File: src/rtl/row_variance.sv
// Streaming population variance of one row against a supplied fixed-point mean.
// Result is registered on the last element's handshake; a held result blocks new means and elements.
module row_variance #(
   parameter int N              = 4,
   parameter int WIDTH          = 8,
   parameter int FRACTION_WIDTH = 8,
   parameter int MEAN_WIDTH     = WIDTH + $clog2(N) + FRACTION_WIDTH,
   parameter int VAR_WIDTH      = 2*WIDTH + FRACTION_WIDTH
) (
   input  logic                  clk,
   input  logic                  rst,
   input  logic                  mean_valid,
   output logic                  mean_ready,
   input  logic [MEAN_WIDTH-1:0] mean_in,
   input  logic                  in_valid,
   output logic                  in_ready,
   input  logic [WIDTH-1:0]      in_data,
   output logic                  out_valid,
   input  logic                  out_ready,
   output logic [VAR_WIDTH-1:0]  var_out,
   output logic [MEAN_WIDTH-1:0] mean_out
);

   localparam int CNT_WIDTH = $clog2(N);
   localparam int D_WIDTH   = MEAN_WIDTH + 1;
   localparam int SQ_WIDTH  = 2*D_WIDTH;
   localparam int ACC_WIDTH = SQ_WIDTH + $clog2(N);
   localparam int PAD_WIDTH = D_WIDTH - WIDTH - FRACTION_WIDTH;

   localparam logic [CNT_WIDTH-1:0] LAST_CNT = CNT_WIDTH'(N-1);
   localparam logic [ACC_WIDTH-1:0] N_DIV    = ACC_WIDTH'(N);

   typedef enum logic [1:0] {
      IDLE  = 2'd0,
      ACCUM = 2'd1,
      DONE  = 2'd2
   } state_t;

   state_t state, state_nxt;

   logic [MEAN_WIDTH-1:0] mean_q;
   logic [ACC_WIDTH-1:0]  acc;
   logic [ACC_WIDTH-1:0]  acc_nxt;
   logic [CNT_WIDTH-1:0]  cnt;

   logic [D_WIDTH-1:0]         elem_ext;
   logic signed [D_WIDTH-1:0]  dev;
   logic signed [SQ_WIDTH-1:0] dev_ext;
   logic signed [SQ_WIDTH-1:0] sq;

   logic mean_fire;
   logic elem_fire;
   logic last_elem;

   assign mean_fire = mean_valid && mean_ready;
   assign elem_fire = in_valid && in_ready;
   assign last_elem = (cnt == LAST_CNT);

   // Element lifted to the mean's Q format; deviation is exact in one extra signed bit.
   always_comb begin
      elem_ext = {{PAD_WIDTH{1'b0}}, in_data, {FRACTION_WIDTH{1'b0}}};
      dev      = $signed(elem_ext) - $signed({1'b0, mean_q});
      dev_ext  = SQ_WIDTH'(dev);
      sq       = dev_ext * dev_ext;
      acc_nxt  = acc + ACC_WIDTH'($unsigned(sq));
   end

   always_ff @(posedge clk) begin
      if (rst) begin
         state <= IDLE;
      end else begin
         state <= state_nxt;
      end
   end

   always_comb begin
      state_nxt = state;
      case (state)
         IDLE:    if (mean_fire) state_nxt = ACCUM;
         ACCUM:   if (elem_fire && last_elem) state_nxt = DONE;
         DONE:    if (out_ready) state_nxt = IDLE;
         default: state_nxt = IDLE;
      endcase
   end

   always_comb begin
      mean_ready = 1'b0;
      in_ready   = 1'b0;
      out_valid  = 1'b0;
      case (state)
         IDLE:    mean_ready = 1'b1;
         ACCUM:   in_ready   = 1'b1;
         DONE:    out_valid  = 1'b1;
         default: mean_ready = 1'b0;
      endcase
   end

   // Accumulator carries 2*FRACTION_WIDTH fraction bits; divide then drop one Q factor.
   always_ff @(posedge clk) begin
      if (rst) begin
         mean_q   <= '0;
         acc      <= '0;
         cnt      <= '0;
         var_out  <= '0;
         mean_out <= '0;
      end else begin
         if (mean_fire) begin
            mean_q <= mean_in;
            acc    <= '0;
            cnt    <= '0;
         end
         if (elem_fire) begin
            acc <= acc_nxt;
            cnt <= cnt + CNT_WIDTH'(1);
            if (last_elem) begin
               var_out  <= VAR_WIDTH'((acc_nxt / N_DIV) >> FRACTION_WIDTH);
               mean_out <= mean_q;
            end
         end
      end
   end

endmodule
File: config.mk
export PLATFORM = sky130hd
export DESIGN_NAME = row_variance
export DESIGN_NICKNAME = d
export VERILOG_FILES = /design/src/rtl/row_variance.sv
export SDC_FILE = /design/constraint.sdc
export NUM_CORES = 1
export LEC_CHECK = 0
export BUFFER_PORTS_ARGS = -buffer_cell sky130_fd_sc_hd__clkbuf_2
export CORE_MARGIN = 5
export CORE_UTILIZATION = 60
export CTS_BUF_LIST = sky130_fd_sc_hd__clkbuf_16
export DETAILED_ROUTE_END_ITERATION = 10
export PLACE_DENSITY_LB_ADDON = 0.08
export SETUP_SLACK_MARGIN = 0.02
export SLEW_MARGIN = 10
export SYNTH_ARGS = -nofsm -noshare
export SYNTH_HDL_FRONTEND = slang
export SYNTH_SLANG_ARGS = --single-unit
File: constraint.sdc
create_clock -name clk -period 14.5 [get_ports clk]
set_input_delay 2.175 -clock clk [delete_from_list [all_inputs] [get_ports clk]]
set_output_delay 2.175 -clock clk [all_outputs]
set_load 0.1 [all_outputs]
### Yosys cells after proc, flatten, opt, wreduce, memory -nomap -nowiden

Cells that the tools add are included.
Widths: inputs -> output; s select.

* flip-flop bits (word level): 104
* input bits: 31
* word-level logic and storage cells: 34

* add/subtract/negate cells: 3
* $mul: 1
* equal/unequal tests: 6
* muxes and demuxes: 11
* reduce and logical (&&, ||, !) cells: 7

Operators by type and width (number)
* $mux 40: 2
* $add 40x38->40: 1
* $mul 19x19->38: 1
* $sub 16x18->19: 1
* $mux 2: 5
* $ne 2x2->1 const B: 3
* $pmux 2 s3: 1
* $eq 2x2->1 const B: 2
* $logic_and 1x1->1: 3
* $mux 1: 3
* $reduce_and 3->1: 1
* $add 2x1->2 const B: 1
* $eq 2x1->1 const B: 1
* $logic_not 2->1: 1
* $reduce_and 2->1: 1
* $reduce_bool 2->1: 1

### Depth between registers and ports, before layout

* depth in word-level cells: 6
* gate-level depth with buffers: 48
* depth with buffers taken out: 45

### Worst setup path after synthesis

OpenSTA, ideal clock, no wires.

* path type: input -> register
* start: input in_data[0]
* end: register var_out[23]
* library setup time: 127 ps
* data arrival time: 11710 ps
* path slack: 2662 ps
* stages on the path: 43
* cells stage by stage: ha_1 -> nor3b_2 -> nand4_2 -> a31oi_1 -> nor2_1 -> xnor2_1 -> inv_1 -> clkbuf_1 -> nand2_1 -> inv_1 -> fa_1 -> inv_1 -> fa_1 -> fa_1 -> inv_1 -> fa_1 -> fa_1 -> fa_1 -> [... 7 more ...] -> o21bai_1 -> o21ba_2 -> o31ai_1 -> nand2b_1 -> a21o_1 -> a21oi_1 -> xnor2_1 -> ha_1 -> a21o_1 -> a21o_1 -> a21oi_1 -> o31ai_1 -> a211oi_1 -> a21oi_1 -> or3_4 -> o211a_1 -> nor3_1 -> nor3_2

* word-level cells in the longest chain between the ends: 3

Ends and longest elaborated chain
* start: declaration: line 17 `input logic [WIDTH-1:0] in_data,`
* $sub 16x18->19: line 62 `dev = $signed(elem_ext) - $signed({1'b0, mean_q});`
* $mul 19x19->38: line 64 `sq = dev_ext * dev_ext;`
* $add 40x38->40: line 65 `acc_nxt = acc + ACC_WIDTH'($unsigned(sq));`
* end signal: assignment: line 116 `var_out <= VAR_WIDTH'((acc_nxt / N_DIV) >> FRACTION_WIDTH);`
* end: declaration: line 20 `output logic [VAR_WIDTH-1:0] var_out,`

Every way passes these cells.
A chain may end at the register's enable or synchronous reset.

### Final worst setup path

* start: input in_data[0]
* end: register acc[33]

* word-level cells in the longest chain between the ends: 4

Ends and longest elaborated chain
* $sub 16x18->19: line 62
* $mul 19x19->38: line 64
* $add 40x38->40: line 65
* $mux 40: line 112 `if (elem_fire) begin`
* end signal: assignment: line 113 `acc <= acc_nxt;`
* end: declaration: line 42 `logic [ACC_WIDTH-1:0] acc;`

Every way passes these cells.

==> results.yml <==
outcome:
  outcome: "finished, final reports clean"
worst_setup_path:
  path_buf_inv: 4
  max_stage_delay_ns: 0.57
  critPathKind: "input pin to flop"
  cpMostUsedCell: "fa_1"
  critPathSlowestCell: "fa_1"
  cp.depth: 43
  worstPathRequired_ns: 14.77
  cp_top_family: "adder cells"
  worstPathArrival_ns: 12.65
  cp-start-kind: "input pin"
  critPathMaxFanout: 8
  crit_path_end_kind: "flop"
  r2r_cells: 42
final_layout:
  multi_input_area_um2: 12800
  antenna_cells: 0
  regArea_um2: 1960
  drive_gt1_share_pct: 6.70
  finalNonFillerCells: 2296
  layout.nets: 2435
  syn2layout_area_growth_pct: 6.37
  nFillCells: 2301
routing:
  drtAntennaViolNets: 0
  drc: 0
  drtIter0Drc: 755
  vias_per_cell: 5.55
  routed_wl_um: 40300
  wl_per_cell_um: 17.6
  dr.pass1.iters: 5
  num_vias: 12700
yosys:
  yosysMostFrequentCell: "inv_1"
  syn_area_um2: 16500
  synth_common_cells: "inv_1 (401), fa_1 (302), nand2_1 (234), nor2_1 (165), ha_1 (152)"
  syn_inst: 1901
  synth_fp_nets: 2386
  ys_ff_latch: 98
  synthTopCellsByArea: "fa_1 (37%), dfxtp_1 (12%), ha_1 (12%)"
  ys_types: 72
  synth_top_area_share_pct: 36.6
  synthArstFlopShare_pct: 0
  synthFlopType: "dfxtp_1"
  postSynthAreaPerCell_um2: 8.69
  seq_area_frac_synth_pct: 11.9
  ys_warn_count: 0
  synth_top_area_cell: "fa_1"
  synth-edff-count: 0
hold_path:
  holdPathStages: 2
  hold_path_class: "flop to flop"
timing:
  worst_pin_slew_ns: 1.23
  rsz0062_at_grt: "false"
  setup_slack_ns: 2.12
  maxSlewViolCount: 0
  final.setup.tns_ns: 0
  max_slew_margin_pct: 17.5
  fmax_mhz: 80.8
  period_needed_ns: 12.38
  timing.final.crit_share_pct: 85.4
  hold_viol: 0
  clock_skew_ns: 0.0150
  finalSetupViolations: 0
clock_tree:
  ctsHtreeMaxLevel: 3
  cts_tree: "built"
  clkSinkCount: 98
  cts_buffers: 9
  path_clk_slew_ns: 0.07
  clockBufferDepth: 2
  ctsResizeCount: 0
  clkLatencyLatePin_ns: 0.35
  root_buffer: "clkbuf_16"
  postCtsSetupRepairBufs: 0
  ctsHoldBuffers: 0
global_route:
  antenna_found_initial: 1
  grt_pass1_wl_um: 67300
  groute.usage.overall_pct: 27.2
  grt_max_degree: 106
  first_global_vias: 13400
  overflow: 0
floorplanning:
  initial_core_util_pct: 61.1
  coreArea_um2: 27000
  die-area_um2: 30900
  pin_count: 76
  die_x_um: 176
  die_h_um: 176
  num_rows: 60
placement:
  dp_slack_ns: 1.80
  gp_congestion: 0.948
  io_buffer_count: 75
  place_inst: 2280
  dp_hpwl_um: 33200
run:
  maxCapViolCount: 0
[worst min-delay path: stages, from the launching register on]
cell	delay, ns
dfxtp_1	0.31
nand2_1	0.05
a21oi_1	0.05
[layout make-up]
class | instances | share of cell area (%)
clock buffer | 9 | 1.28
clock inverter | 7 | 0.534
inverter | 409 | 8.74
multi-input combinational | 1338 | 72.9
sequential | 98 | 11.2
tap | 341 | 2.43
timing repair buffer | 94 | 2.96
[final timing paths]
path | slack, ns | end | start
hold / removal | 0.46 | var_out[5] | var_out[5]
setup reg to reg | 3.39 | acc[33] | mean_q[0]
hold reg to reg | 0.46 | var_out[5] | var_out[5]
setup / recovery | 2.12 | acc[33] | in_data[0]
[cells by family after synthesis]
| logic type | after synthesis | synth area share, % |
|---|---|---|
| and+or+nand+nor | 507 | 13.4 |
| buffers and inverters | 465 | 10.6 |
| adders and majority gates | 454 | 48.1 |
| AOI/OAI and AO/OA | 285 | 11.0 |
| DFF | 98 | 11.9 |
| xor gates and xnor gates | 92 | 4.93 |
[flip-flops by register name, indices dropped and copies added (netlist names)]
name / cells
acc: 34
mean_out: 18
mean_q: 18
state: 2
var_out: 24
cnt: 2
[cells in the final DEF (no fill, tap or decap), drive strengths merged, types with 15 or more instances in the layout]
cell type	instances
clkbuf	83
a21oi	119
and2	15
dfxtp	98
buf	20
a22oi	28
a21o	32
xnor2	60
o21ai	38
nand2	234
inv	408
nand2b	17
fa	302
ha	152
nor2	165
xor2	32
[per-layer routing]
metal	track usage, %	up-vias	wire, um
met5	0	-	0
met4	7.60	0	1310
met3	4.84	88	2700
met2	46.3	408	19700
met1	35.9	6223	16600
li1	-	6021	-
[metrics by stage]
stage	instance area, um^2	utilization (%)	hold slack (ns)
2_1_floorplan	16500	-	0.436
3_3_place_gp	17200	63.8	0.442
3_5_place_dp	17200	63.8	0.446
4_1_cts	17600	65.0	0.456
5_1_grt	17600	65.0	0.476
6_report	17600	65.0	0.455
Power is left out: the tool's default activity adds up to more than one toggle a clock period on the data nets, which glitch-free logic cannot reach.
